[config.mk]
export PLATFORM = sky130hd
export DESIGN_NAME = rw_apb_engine_flat
export DESIGN_NICKNAME = d
export VERILOG_FILES = /design/src/rtl/rw_apb_engine_if.sv /design/src/rtl/rw_apb_engine.sv /design/src/flat_wrapper.sv
export SDC_FILE = /design/constraint.sdc
export NUM_CORES = 1
export LEC_CHECK = 0
export ABC_AREA = 1
export BUFFER_PORTS_ARGS = -buffer_cell sky130_fd_sc_hd__buf_2
export CORE_ASPECT_RATIO = 0.7
export CORE_UTILIZATION = 25
export CTS_BUF_LIST = sky130_fd_sc_hd__clkbuf_4 sky130_fd_sc_hd__clkbuf_8
export CTS_CLUSTER_SIZE = 14
export DETAILED_ROUTE_END_ITERATION = 12
export GPL_TIMING_DRIVEN = 0
export HOLD_SLACK_MARGIN = 0.15
export PLACE_DENSITY = 0.54
export SLEW_MARGIN = 20
export SYNTH_ARGS = -nofsm -noshare
export SYNTH_HDL_FRONTEND = slang
export SYNTH_SLANG_ARGS = --single-unit
[constraint.sdc]
create_clock -name clk -period 1.8 [get_ports clk]
set_input_delay 0 -clock clk [delete_from_list [all_inputs] [get_ports clk]]
set_output_delay 0 -clock clk [all_outputs]
set_load 0.01 [all_outputs]
[src/rtl/rw_apb_engine_if.sv]
// ---------------------------------------------------------------------------
// rw_apb_engine_if
// Purpose : bundles the arbiter-side and APB-side signals of rw_apb_engine.
//           Signal names match the engine's documented port names.
// Modports:
//   master : engine view. It receives the grants, requester address/data and
//            APB slave responses. It drives done/r_data/r_valid/err and the
//            APB master outputs.
//   slave  : environment view (arbiter + APB peripheral), the mirror image.
// Parameters: ADDR_W (address width), DATA_W (data width).
// ---------------------------------------------------------------------------
interface rw_apb_engine_if #(
   parameter int ADDR_W = 32,
   parameter int DATA_W = 32
);
   // arbiter side
   logic              w_grant;
   logic              r_grant;
   logic [ADDR_W-1:0] w_addr;
   logic [DATA_W-1:0] w_data;
   logic [ADDR_W-1:0] r_addr;
   logic              done;
   logic [DATA_W-1:0] r_data;
   logic              r_valid;
   logic              err;
   // APB side
   logic [ADDR_W-1:0] paddr;
   logic              psel;
   logic              penable;
   logic              pwrite;
   logic [DATA_W-1:0] pwdata;
   logic [DATA_W-1:0] prdata;
   logic              pready;
   logic              pslverr;

   modport master (
      input  w_grant, r_grant, w_addr, w_data, r_addr,
      input  prdata, pready, pslverr,
      output done, r_data, r_valid, err,
      output paddr, psel, penable, pwrite, pwdata
   );

   modport slave (
      output w_grant, r_grant, w_addr, w_data, r_addr,
      output prdata, pready, pslverr,
      input  done, r_data, r_valid, err,
      input  paddr, psel, penable, pwrite, pwdata
   );
endinterface

[src/rtl/rw_apb_engine.sv]
// ---------------------------------------------------------------------------
// rw_apb_engine
// Purpose : executes the single read or write the arbiter has granted as one
//           APB master transfer (SETUP -> ACCESS -> RESP). It then pulses
//           done for one cycle so the arbiter can release its grant.
// Ports   :
//   clk      - rising-edge clock
//   reset_n  - asynchronous active-low reset
//   bus      - rw_apb_engine_if.master:
//              in : w_grant, r_grant, w_addr, w_data, r_addr,
//                   prdata, pready, pslverr
//              out: done, r_data, r_valid, err,
//                   paddr, psel, penable, pwrite, pwdata
// Parameters: ADDR_W, DATA_W, TIMEOUT_CYCLES (used with RW_APB_TIMEOUT_EN)
// Optional  : `define RW_APB_TIMEOUT_EN aborts an ACCESS phase after
//             TIMEOUT_CYCLES cycles of pready low. The abort reports err=1
//             and leaves r_data unchanged.
// All outputs come straight from registers.
// ---------------------------------------------------------------------------
module rw_apb_engine #(
   parameter int ADDR_W         = 32,
   parameter int DATA_W         = 32,
   parameter int TIMEOUT_CYCLES = 255
) (
   input logic              clk,
   input logic              reset_n,
   rw_apb_engine_if.master  bus
);

   if (TIMEOUT_CYCLES < 1) begin : g_bad_timeout
      $error("rw_apb_engine: TIMEOUT_CYCLES must be >= 1");
   end

   typedef enum logic [1:0] {
      IDLE   = 2'd0,
      SETUP  = 2'd1,
      ACCESS = 2'd2,
      RESP   = 2'd3
   } state_t;

   state_t            state_q;
   logic [ADDR_W-1:0] paddr_q;
   logic [DATA_W-1:0] pwdata_q;
   logic              pwrite_q;
   logic              psel_q;
   logic              penable_q;
   logic              done_q;
   logic              r_valid_q;
   logic              err_q;
   logic [DATA_W-1:0] r_data_q;

`ifdef RW_APB_TIMEOUT_EN
   // At least 8 bits wide. It grows only when TIMEOUT_CYCLES needs more.
   localparam int CNT_W = (TIMEOUT_CYCLES > 255) ? $clog2(TIMEOUT_CYCLES + 1) : 8;
   // The counter value in the last allowed wait cycle. One more low cycle
   // makes the count reach TIMEOUT_CYCLES.
   localparam logic [CNT_W-1:0] WAIT_LAST = CNT_W'(TIMEOUT_CYCLES - 1);
   logic [CNT_W-1:0] wait_cnt_q;
`endif

   always_ff @(posedge clk or negedge reset_n) begin
      if (!reset_n) begin
         state_q   <= IDLE;
         paddr_q   <= '0;
         pwdata_q  <= '0;
         pwrite_q  <= 1'b0;
         psel_q    <= 1'b0;
         penable_q <= 1'b0;
         done_q    <= 1'b0;
         r_valid_q <= 1'b0;
         err_q     <= 1'b0;
         r_data_q  <= '0;
`ifdef RW_APB_TIMEOUT_EN
         wait_cnt_q <= '0;
`endif
      end else begin
         // The response flags are single-cycle pulses. They are raised only
         // on the ACCESS -> RESP edge, so err is low whenever done is low.
         done_q    <= 1'b0;
         r_valid_q <= 1'b0;
         err_q     <= 1'b0;

         unique case (state_q)
            IDLE: begin
               // A write wins if both grants are seen at once.
               if (bus.w_grant) begin
                  paddr_q  <= bus.w_addr;
                  pwdata_q <= bus.w_data;
                  pwrite_q <= 1'b1;
                  psel_q   <= 1'b1;
                  state_q  <= SETUP;
               end else if (bus.r_grant) begin
                  paddr_q  <= bus.r_addr;
                  pwrite_q <= 1'b0;
                  psel_q   <= 1'b1;
                  state_q  <= SETUP;
               end
            end

            SETUP: begin
               penable_q <= 1'b1;
               state_q   <= ACCESS;
`ifdef RW_APB_TIMEOUT_EN
               wait_cnt_q <= '0;
`endif
            end

            ACCESS: begin
               if (bus.pready) begin
                  psel_q    <= 1'b0;
                  penable_q <= 1'b0;
                  done_q    <= 1'b1;
                  r_valid_q <= ~pwrite_q;
                  err_q     <= bus.pslverr;
                  if (!pwrite_q) begin
                     r_data_q <= bus.prdata;
                  end
                  state_q   <= RESP;
               end
`ifdef RW_APB_TIMEOUT_EN
               else if (wait_cnt_q == WAIT_LAST) begin
                  // Abandon the transfer. r_data keeps its previous value.
                  psel_q    <= 1'b0;
                  penable_q <= 1'b0;
                  done_q    <= 1'b1;
                  r_valid_q <= ~pwrite_q;
                  err_q     <= 1'b1;
                  state_q   <= RESP;
               end else begin
                  wait_cnt_q <= wait_cnt_q + 1'b1;
               end
`endif
            end

            RESP: begin
               // Grants are ignored here. The arbiter updates on this done
               // edge, so any grant seen next in IDLE is a new transaction.
               state_q <= IDLE;
            end

            default: begin
               state_q <= IDLE;
            end
         endcase
      end
   end

   assign bus.paddr   = paddr_q;
   assign bus.pwdata  = pwdata_q;
   assign bus.pwrite  = pwrite_q;
   assign bus.psel    = psel_q;
   assign bus.penable = penable_q;
   assign bus.done    = done_q;
   assign bus.r_valid = r_valid_q;
   assign bus.err     = err_q;
   assign bus.r_data  = r_data_q;

endmodule

[src/flat_wrapper.sv]
// flat-port wrapper written by rule: the top's interface ports become plain ports
module rw_apb_engine_flat 
#(
   parameter int ADDR_W         = 32,
   parameter int DATA_W         = 32,
   parameter int TIMEOUT_CYCLES = 255
)
  (clk, reset_n, bus_w_grant, bus_r_grant, bus_w_addr, bus_w_data, bus_r_addr, bus_prdata, bus_pready, bus_pslverr, bus_done, bus_r_data, bus_r_valid, bus_err, bus_paddr, bus_psel, bus_penable, bus_pwrite, bus_pwdata);
  rw_apb_engine_if #(.ADDR_W(ADDR_W), .DATA_W(DATA_W)) bus_i ();
  input logic clk;
  input logic reset_n;
  input wire logic [$bits(bus_i.w_grant)-1:0] bus_w_grant;
  input wire logic [$bits(bus_i.r_grant)-1:0] bus_r_grant;
  input wire logic [$bits(bus_i.w_addr)-1:0] bus_w_addr;
  input wire logic [$bits(bus_i.w_data)-1:0] bus_w_data;
  input wire logic [$bits(bus_i.r_addr)-1:0] bus_r_addr;
  input wire logic [$bits(bus_i.prdata)-1:0] bus_prdata;
  input wire logic [$bits(bus_i.pready)-1:0] bus_pready;
  input wire logic [$bits(bus_i.pslverr)-1:0] bus_pslverr;
  output wire logic [$bits(bus_i.done)-1:0] bus_done;
  output wire logic [$bits(bus_i.r_data)-1:0] bus_r_data;
  output wire logic [$bits(bus_i.r_valid)-1:0] bus_r_valid;
  output wire logic [$bits(bus_i.err)-1:0] bus_err;
  output wire logic [$bits(bus_i.paddr)-1:0] bus_paddr;
  output wire logic [$bits(bus_i.psel)-1:0] bus_psel;
  output wire logic [$bits(bus_i.penable)-1:0] bus_penable;
  output wire logic [$bits(bus_i.pwrite)-1:0] bus_pwrite;
  output wire logic [$bits(bus_i.pwdata)-1:0] bus_pwdata;
  assign bus_i.w_grant = bus_w_grant;
  assign bus_i.r_grant = bus_r_grant;
  assign bus_i.w_addr = bus_w_addr;
  assign bus_i.w_data = bus_w_data;
  assign bus_i.r_addr = bus_r_addr;
  assign bus_i.prdata = bus_prdata;
  assign bus_i.pready = bus_pready;
  assign bus_i.pslverr = bus_pslverr;
  assign bus_done = bus_i.done;
  assign bus_r_data = bus_i.r_data;
  assign bus_r_valid = bus_i.r_valid;
  assign bus_err = bus_i.err;
  assign bus_paddr = bus_i.paddr;
  assign bus_psel = bus_i.psel;
  assign bus_penable = bus_i.penable;
  assign bus_pwrite = bus_i.pwrite;
  assign bus_pwdata = bus_i.pwdata;
  rw_apb_engine #(.ADDR_W(ADDR_W), .DATA_W(DATA_W), .TIMEOUT_CYCLES(TIMEOUT_CYCLES)) u_core (.clk(clk), .reset_n(reset_n), .bus(bus_i));
endmodule
==> impl_metrics.csv, run 1 <==
group,metric,value,unit
clocking,clock_latency,380,ps
sta,worstMarginPinSlew,477,ps
pwr,power.total,10.3,mW
pwr,peakVddDrop,508,uV
synth,syn_area_per_cell,8.84,um2
detailed_routing,first_pass_iters,4,
placed_design,hpwl,10.2,mm
critical_path,r2r-end,"u_core.bus.paddr[26]$_DFFE_PN0P_",
cells_and_area,syn_to_final_growth,66.7,%
critical_path,path_class,"reg -> reg",
critical_path,cp_max_fo,10,
critical_path,cpLargestDelayFamily,"buffers and inverters",
sta,clock.fmax,608,MHz
critical_path,crit_buf_inv,5,
synth,ys_types,20,
clocking,cts_buffers,9,
critical_path,cp_common_cell,"buf_6",
synth,synthesis.nets,665,
sta,finalHoldViolCount,0,
grt,antenna_found_initial,0,
worst_hold_path,hp-class,"in -> reg",
pwr,cellPowerDensity,1330,nW/um2
die,initial_utilization,25.7,%
clocking,cts_root_buf,"clkbuf_8",
grt,overflow,0,
placed_design,pre_cts_ws,116,ps
worst_hold_path,holdCritStartpoint,"bus_prdata[25]",
worst_hold_path,whs_path_depth,4,
outcome,status,"completed",
placed_design,gp_congestion,0.716,
synth,ys_ff_latch,104,
detailed_routing,dr.first_iter.drc_count,208,
grt,grt_usage,15.8,%
clocking,cts.clk_slew.worst_paths,100,ps
critical_path,cp-start-kind,"register",
grt,grtUsageMet1,19.4,%
critical_path,path_cells,"inv_1, ha_1, buf_4, inv_2, nor2_4, buf_6, buf_6, nor2_1, a21oi_2",
synth,syn_inst,526,
die,ioPinCount,236,
critical_path,rr_startpoint,"u_core.state_q[0]$_DFFE_PN0P_",
critical_path,worstRegToRegCells,9,
pwr,power.leakage,4.12,nW
die,die_width,165,um
detailed_routing,antenna_left,0,
cells_and_area,drive_gt1_share,34.0,%
clocking,htree_levels,3,
sta,fin_crit_sh,91.3,%
job,drv_cap,0,
grt,grt_pass1_wl,23.3,mm
grt,grt_max_degree,73,
sta,clock_skew,7.47,ps
sta,slew_violations,0,
grt,busiest_layer,"met2",
clocking,cts_tree,"yes",
cells_and_area,antenna-diode-count,0,
grt,grt_pass1_vias,4743,
clocking,clk_path_buf_depth,2,
die,die_y,116,um
die,rows,41,
critical_path,r2r_slack,160,ps
synth,ys.warnings.count,0,
synth,syn_area,4650,um2
grt,use_met2,26.2,%
critical_path,required,2110,ps
placed_design,portBuffers,234,
sta,finalSetupTns,0,ps
sta,relSlewSlack,68.2,%
detailed_routing,wirelength,15.0,mm
detailed_routing,drc,0,
sta,setup_ws,156,ps
worst_hold_path,hold_end,"u_core.bus.r_data[25]$_DFFE_PN0P_",
critical_path,cp-end-kind,"register",
grt,met3_usage,5.36,%
critical_path,crit_slowest_cell,"dfrtp_1",
sta,finalSetupViolCount,0,
sta,min_period,1640,ps
detailed_routing,num_vias,4806,
detailed_routing,viasPerCell,4.18,
cells_and_area,fin_nets,1049,
detailed_routing,wl_per_cell,13.0,um
critical_path,cpPeakStageDelay,410,ps
critical_path,crit_path_start,"u_core.state_q[0]$_DFFE_PN0P_",
clocking,numClockSinks,104,
die,fp.coreArea,18100,um2
sta,holdWs,335,ps
die,dieArea,19200,um2
critical_path,cp.arrival,1950,ps
synth,yosysSeqAreaShare,56.0,%
kinds of logic after synthesis:
family	count (synthesis)	synth area share (%)
buffers and inverters	72	7.56
AO/OA/AOI/OAI	68	11.5
AND/OR/NAND/NOR	277	23.7
adder cells (fa/ha/maj)	5	1.35
flip-flops	104	56.0
sequential cells by signal, summed over array words and instances (netlist names):
signal and cells:
u_core.bus.done 1, u_core.bus.err 1, u_core.bus.paddr 32, u_core.bus.penable 1, u_core.bus.psel 1, u_core.bus.pwdata 32
u_core.bus.pwrite 1, u_core.bus.r_data 32, u_core.bus.r_valid 1, u_core.state_q 2
timing repair:
action | 4_1_cts | 5_1_grt
setup buffers | 0 | 0
setup endpoints to repair | 0 | 9
hold endpoints to repair | 206 | 0
hold buffers | 137 | 0
resized for setup | 0 | 5
worst register-to-register path, cell delays in order, from the launching register on:
cell and delay, ps:
dfrtp_1 410, inv_1 130, ha_1 160, buf_4 160, inv_2 70, nor2_4 160, buf_6 170, buf_6 160
nor2_1 70, a21oi_2 90
layout by cell type (no fill, tap or decap), drive strengths merged:
| cell | instances |
|---|---|
| ha | 5 |
| clkinvlp | 1 |
| dlygate4sd3 | 136 |
| o21a | 32 |
| nor2 | 36 |
| a21oi | 32 |
| clkinv | 2 |
| clkbuf | 20 |
| nand2 | 205 |
| o21ai | 4 |
| dfrtp | 104 |
| nand4 | 1 |
| nand3 | 35 |
| bufinv | 1 |
| inv | 43 |
| buf | 258 |
where the power goes:
group          leakage, nW  internal [mW]  total, mW  switching [mW]
Clock                0.102          0.679       1.55           0.873
Combinational         2.76           2.05       4.75            2.70
Sequential            1.26           3.43       3.99           0.560
per-layer routing:
layer | part of all wire, % | wire length, um | vias up
met3 | 7.9 | 1180 | 16
met4 | 1.3 | 201 | 0
met2 | 46 | 6920 | 185
met1 | 45 | 6690 | 2212
li1 | - | - | 2393
met5 | 0 | 0 | -
final cells by class:
class | count | area (um2)
tap | 236 | 295
fill | 1797 | 10400
clock buffer | 10 | 131
multi-input combinational | 350 | 1700
sequential | 104 | 2600
inverter | 41 | 154
timing repair buffer | 373 | 2590
buffer | 31 | 201
clock inverter | 6 | 75.1
stage by stage:
step	cell area [um2]	instances	utilization, %
after CTS	7740	1150	42.7
after detailed placement	6150	997	34.0
after global placement	6120	996	33.8
after global routing	7750	1151	42.8
after floorplan	4650	526	-
final	7750	1151	42.8
Yosys cell counts, drive strengths merged:
library cell  number  area, um2
clkbuf             9       33.8
inv               41        154
o21ai              4       20.0
o21a              32        240
a21oi             32        273
buf               22        164
nand2            205        769
nor2              36        145
dfrtp            104       2600
nand4              1       6.26
nand3             35        180
ha                 5       62.6
worst max path at each step:
stage | slack (ps) | cells past startpoint | endpoint
final | 160 | 9 | u_core.bus.paddr[26]$_DFFE_PN0P_
after global routing | -0.7 | 9 | u_core.bus.paddr[26]$_DFFE_PN0P_
after CTS | 20 | 7 | u_core.bus.paddr[26]$_DFFE_PN0P_
after detailed placement | 120 | 9 | u_core.bus.paddr[26]$_DFFE_PN0P_
after global placement | -590 | 1 | u_core.bus.pwdata[12]$_DFFE_PN0P_
after floorplan | 400 | 8 | u_core.bus.paddr[10]$_DFFE_PN0P_
No activity file was read; power rests on OpenSTA's default activity.
==> run 2, diff against run 1 <==
--- a/config.mk
+++ b/config.mk
@@ -8,13 +8,13 @@
 export ABC_AREA = 1
 export BUFFER_PORTS_ARGS = -buffer_cell sky130_fd_sc_hd__buf_2
 export CORE_ASPECT_RATIO = 0.7
-export CORE_UTILIZATION = 25
+export CORE_UTILIZATION = 45
 export CTS_BUF_LIST = sky130_fd_sc_hd__clkbuf_4 sky130_fd_sc_hd__clkbuf_8
-export CTS_CLUSTER_SIZE = 14
+export CTS_CLUSTER_SIZE = 40
 export DETAILED_ROUTE_END_ITERATION = 12
 export GPL_TIMING_DRIVEN = 0
 export HOLD_SLACK_MARGIN = 0.15
-export PLACE_DENSITY = 0.54
+export PLACE_DENSITY = 0.84
 export SLEW_MARGIN = 20
 export SYNTH_ARGS = -nofsm -noshare
 export SYNTH_HDL_FRONTEND = slang
==> run 2 against run 1 <==
  * Routed wire length increased by 12%
  * Worst hold slack improved by 25 ps
  * Utilization up 34 points
  * Critical path type is now in -> reg
==> impl_metrics.csv, run 2 (same netlist as run 1, synthesis figures left out) <==
group,metric,value,unit
critical_path,cpPeakStageDelay,600,ps
detailed_routing,antenna_left,0,
sta,finalHoldViolCount,0,
critical_path,cp.arrival,1980,ps
sta,finalSetupViolCount,0,
critical_path,cpLargestDelayFamily,"buffers and inverters",
detailed_routing,viasPerCell,4.95,
cells_and_area,final_area,7590,um2
critical_path,cp-end-kind,"register",
placed_design,placed_area,6020,um2
critical_path,cp_max_fo,10,
grt,grt_pass1_vias,5325,
grt,overflow,0,
pwr,combPwrFrac,46.8,%
critical_path,path_cells,"dlygate4sd3_1, buf_4, clkbuf_1, o21a_1, dlygate4sd3_1, a21oi_2",
detailed_routing,wl_per_cell,16.1,um
clocking,numClockSinks,104,
cells_and_area,fin_nets,1047,
die,ioPinCount,236,
cells_and_area,mostFrequentLayoutCell,"buf_2",
cells_and_area,stdcell_count,1042,
die,initial_utilization,47.1,%
job,drv_cap,0,
placed_design,gp_congestion,0.866,
detailed_routing,drc,0,
cells_and_area,syn_to_final_growth,63.2,%
pwr,cellPowerDensity,1380,nW/um2
pwr,pwr-share-seq,38.9,%
detailed_routing,dr.first_iter.drc_count,253,
detailed_routing,num_vias,5163,
detailed_routing,first_pass_iters,5,
sta,slew_violations,0,
cells_and_area,fillers,626,
cells_and_area,fin_util,76.9,%
sta,setup_ws,82.9,ps
clocking,htree_levels,3,
sta,holdWs,360,ps
clocking,clock_latency,370,ps
sta,clock.fmax,582,MHz
sta,relSlewSlack,67.0,%
sta,min_period,1720,ps
cells_and_area,layout_common_cells,"buf_2, nand2_1, dlygate4sd3_1",
pwr,p_switching,4.32,mW
worst_hold_path,hp-class,"in -> reg",
sta,clock_skew,7.09,ps
clocking,clk_path_buf_depth,2,
sta,rsz0062_at_grt,"false",
placed_design,portBuffers,234,
sta,fin_crit_sh,95.4,%
sta,finalSetupTns,0,ps
critical_path,path_class,"in -> reg",
clocking,cts_setup_buffers,0,
outcome,status,"completed",
critical_path,cp_common_cell,"dlygate4sd3_1",
clocking,cts_buffers,9,
placed_design,hpwl,9.51,mm
critical_path,required,2060,ps
detailed_routing,wirelength,16.7,mm
grt,antenna_found_initial,0,
clocking,cts_tree,"yes",
sta,worstMarginPinSlew,494,ps
die,dieArea,10800,um2
placed_design,place_inst,889,
pwr,power.leakage,4.11,nW
critical_path,crit_buf_inv,4,
pwr,swShare,41.3,%
grt,grt_pass1_wl,25.7,mm
critical_path,crit_slowest_cell,"dlygate4sd3_1",
die,fp.coreArea,9870,um2
placed_design,pre_cts_ws,135,ps
clocking,cts.clk_slew.worst_paths,100,ps
die,rows,30,
critical_path,cp-start-kind,"input port",
pwr,power.total,10.5,mW
pwr,p_int,6.15,mW
clocking,cts_root_buf,"clkbuf_8",
pwr,peakVddDrop,699,uV
pwr,p_clk_share,14.4,%
cells_and_area,drive_gt1_share,34.0,%
die,die_y,87.1,um
grt,grt_usage,31.9,%
die,die_width,124,um
grt,grt_max_degree,59,
-- run 2: layout make-up --
type                    instances  area, um2  area share (%)
diodes                          1       2.50          0.0330
plain buffers                  31        201            2.65
clock buffers                  10        131            1.73
clock inverters                 6       73.8           0.973
inverters                      41        154            2.03
multi-input cells             350       1700            22.4
flip-flops and latches        104       2600            34.3
well taps                     128        160            2.11
repair buffers                371       2570            33.8
-- run 2: power by group through the flow --
stage	Clock (mW)	Sequential [mW]	Combinational [mW]
after floorplan	0	4.53	2.11
after global placement	0	3.97	4.32
after detailed placement	0	4.04	4.49
after CTS	1.57	4.00	4.75
after global routing	1.63	4.18	5.41
final	1.50	4.07	4.90
-- run 2: final timing paths --
check | start | end | slack (ps) | depth (start not counted)
worst max register to register | u_core.state_q[1]$_DFFE_PN0P_ | u_core.bus.paddr[23]$_DFFE_PN0P_ | 130 | 9
min in group asynchronous | reset_n | u_core.bus.r_data[11]$_DFFE_PN0P_ | 680 | 3
worst min register to register | u_core.bus.pwdata[8]$_DFFE_PN0P_ | u_core.bus.pwdata[8]$_DFFE_PN0P_ | 480 | 2
max in group asynchronous | reset_n | u_core.bus.paddr[6]$_DFFE_PN0P_ | 480 | 4
worst min-delay path | bus_prdata[17] | u_core.bus.r_data[17]$_DFFE_PN0P_ | 360 | 4
worst max-delay path | bus_w_grant | u_core.bus.paddr[31]$_DFFE_PN0P_ | 80 | 6
-- run 2: what timing repair did --
item	in CTS	in global routing
endpoints found under the setup margin	0	26
hold endpoints to repair	206	0
resized for setup	0	5
hold buffers	136	0
-- run 2: per-layer routing --
layer,global-route usage [%],up-vias,routed length (um)
met2,56.5,280,8390
met4,15.6,0,540
met1,36.1,2436,6420
li1,-,2397,-
met3,7.92,50,1400
met5,0,-,0
-- run 2: worst register-to-register path, delay by kind of cell, from the launching register on --
kind	cells	cell delay, ps
flops	1	430
simple gates	2	230
buf+inv	5	680
compound gates	1	110
fa+ha+maj	1	160
==> run 3, diff against run 2 <==
--- a/config.mk
+++ b/config.mk
@@ -6,15 +6,15 @@
 export NUM_CORES = 1
 export LEC_CHECK = 0
 export ABC_AREA = 1
-export BUFFER_PORTS_ARGS = -buffer_cell sky130_fd_sc_hd__buf_2
 export CORE_ASPECT_RATIO = 0.7
-export CORE_UTILIZATION = 45
+export CORE_UTILIZATION = 30
 export CTS_BUF_LIST = sky130_fd_sc_hd__clkbuf_4 sky130_fd_sc_hd__clkbuf_8
 export CTS_CLUSTER_SIZE = 40
 export DETAILED_ROUTE_END_ITERATION = 12
+export DONT_BUFFER_PORTS = 1
 export GPL_TIMING_DRIVEN = 0
 export HOLD_SLACK_MARGIN = 0.15
-export PLACE_DENSITY = 0.84
+export PLACE_DENSITY = 0.49
 export SLEW_MARGIN = 20
 export SYNTH_ARGS = -nofsm -noshare
 export SYNTH_HDL_FRONTEND = slang
==> run 3 against run 2 <==
  * The run now ends with hold timing left
  * Combinational power fell by 42%
  * Routed wire length fell by 22%
  * Largest power group is now sequential cells
  * Sequential share of layout area rose by 6.0 points
  * Power fell by 12%
  * Sequential power rose by 17%
  * Via count fell by 23%
  * Utilization fell by 34 points
  * Highest routed layer unchanged
  * Clock skew rose by 2.8 ps
  * Clock-buffer cell count did not move
  * Largest cell class is now registers
  * Global-route usage fell by 15 points
==> impl_metrics.csv, run 3 (same netlist as run 1, synthesis figures left out) <==
group,metric,value,unit
outcome,status,"complete, but fails checks",
outcome,violations,"hold timing",
detailed_routing,wirelength,13.1,mm
critical_path,r2r_slack,200,ps
clocking,numClockSinks,104,
pwr,cellPowerDensity,1420,nW/um2
cells_and_area,layout_common_cells,"nand2_1, dlygate4sd3_1, dfrtp_1",
clocking,cts_buffers,9,
sta,finalSetupTns,0,ps
detailed_routing,first_pass_iters,4,
sta,slew_violations,0,
sta,rsz0062_at_grt,"false",
die,ioPinCount,236,
grt,grtUsageMet1,18.4,%
cells_and_area,multi_input_area,1700,um2
cells_and_area,mostFrequentLayoutCell,"nand2_1",
sta,min_period,1600,ps
cells_and_area,fillers,1408,
grt,antenna_found_initial,0,
sta,worstMarginPinSlew,593,ps
detailed_routing,dr.first_iter.drc_count,182,
die,rows,37,
grt,grt_pass1_vias,4000,
grt,grt_pass1_wl,20.2,mm
critical_path,required,2100,ps
sta,finalHoldViolCount,104,
detailed_routing,viasPerCell,4.53,
sta,clock.fmax,623,MHz
job,drv_cap,0,
worst_hold_path,hp-class,"in -> async",
die,dieArea,16000,um2
cells_and_area,drive_gt1_share,10.9,%
grt,grt_max_degree,105,
clocking,cts.clk_slew.worst_paths,100,ps
pwr,peakVddDrop,512,uV
detailed_routing,wl_per_cell,15.1,um
die,fp.coreArea,14900,um2
clocking,cts_root_buf,"clkbuf_8",
placed_design,hpwl,8.83,mm
pwr,power.total,9.20,mW
grt,busiest_layer,"met2",
detailed_routing,antenna_left,0,
critical_path,cp.arrival,1910,ps
cells_and_area,syn_to_final_growth,38.8,%
cells_and_area,fin_util,43.3,%
detailed_routing,num_vias,3954,
critical_path,cp-start-kind,"register",
sta,clock_skew,9.86,ps
clocking,cts_tree,"yes",
clocking,clk_path_buf_depth,2,
sta,fin_crit_sh,89.2,%
die,die_y,106,um
detailed_routing,drc,0,
clocking,postCtsHoldBufs,133,
die,die_width,151,um
critical_path,cp_max_fo,10,
grt,use_met2,29.2,%
die,initial_utilization,31.2,%
clocking,clock_latency,370,ps
cells_and_area,seqCellArea,2600,um2
cells_and_area,antenna-diode-count,0,
sta,finalSetupViolCount,0,
critical_path,cp-end-kind,"register",
pwr,power.leakage,3.14,nW
clocking,htree_levels,3,
cells_and_area,fin_nets,811,
placed_design,portBuffers,0,
grt,met3_usage,6.14,%
sta,relSlewSlack,60.5,%
grt,overflow,0,
critical_path,path_class,"reg -> reg",
placed_design,gp_congestion,0.755,
sta,holdWs,-693,ps
grt,grt_usage,16.6,%
[run 3: worst max-delay path, stage by stage, from the launching register on]
cell and delay, ps:
dfrtp_1 410, inv_1 130, ha_1 160, buf_4 150, inv_2 70, nor2_4 130
buf_6 170, buf_6 150, nor2_1 50, a21oi_2 110
[run 3: path summary, 6_finish.rpt]
| path | startpoint | to | depth (start not counted) |
|---|---|---|---|
| setup / recovery | u_core.state_q[0]$_DFFE_PN0P_ | u_core.bus.paddr[14]$_DFFE_PN0P_ | 9 |
| hold / removal | reset_n | u_core.bus.r_data[22]$_DFFE_PN0P_ | 0 |
| setup reg to reg | u_core.state_q[0]$_DFFE_PN0P_ | u_core.bus.paddr[14]$_DFFE_PN0P_ | 9 |
| hold reg to reg | u_core.state_q[0]$_DFFE_PN0P_ | u_core.state_q[0]$_DFFE_PN0P_ | 2 |
| max in group asynchronous | reset_n | u_core.bus.paddr[2]$_DFFE_PN0P_ | 0 |
| min in group clk | bus_prdata[21] | u_core.bus.r_data[21]$_DFFE_PN0P_ | 3 |
[run 3: metrics by stage]
step	instance area [um2]	cells	hold WS (ps)	setup WS, ps
6_report	6460	872	-693	195
2_1_floorplan	4650	526	-296	403
3_3_place_gp	4890	721	-293	141
3_5_place_dp	4890	721	-294	119
5_1_grt	6460	872	-744	12.8
4_1_cts	6440	870	-735	87.3
[run 3: final cells by class]
cell class,instances,area share [%]
inverters,41,2.38
clock inverters,6,1.14
flip-flops and latches,104,40.3
clock buffers,10,2.13
plain buffers,31,3.06
well taps,195,3.78
repair buffers,135,20.8
multi-input cells,350,26.4
[run 3: repair_timing]
action                                  CTS  global route
endpoints found under the setup margin    0             9
setup buffers                             0             2
hold endpoints to repair                207           104
gates resized for setup                   0             1
[run 3: routing by layer]
metal | vias to the layer above | share of wire [%]
li1 | 1920 | -
met1 | 1867 | 41
met2 | 150 | 49
met3 | 17 | 8.3
met4 | 0 | 1.4
met5 | - | 0
[run 3: where the power goes]
group / total, mW / internal [mW] / switching, mW
Clock: 1.56 / 0.701 / 0.862
Sequential: 4.78 / 3.43 / 1.35
Combinational: 2.85 / 1.25 / 1.60
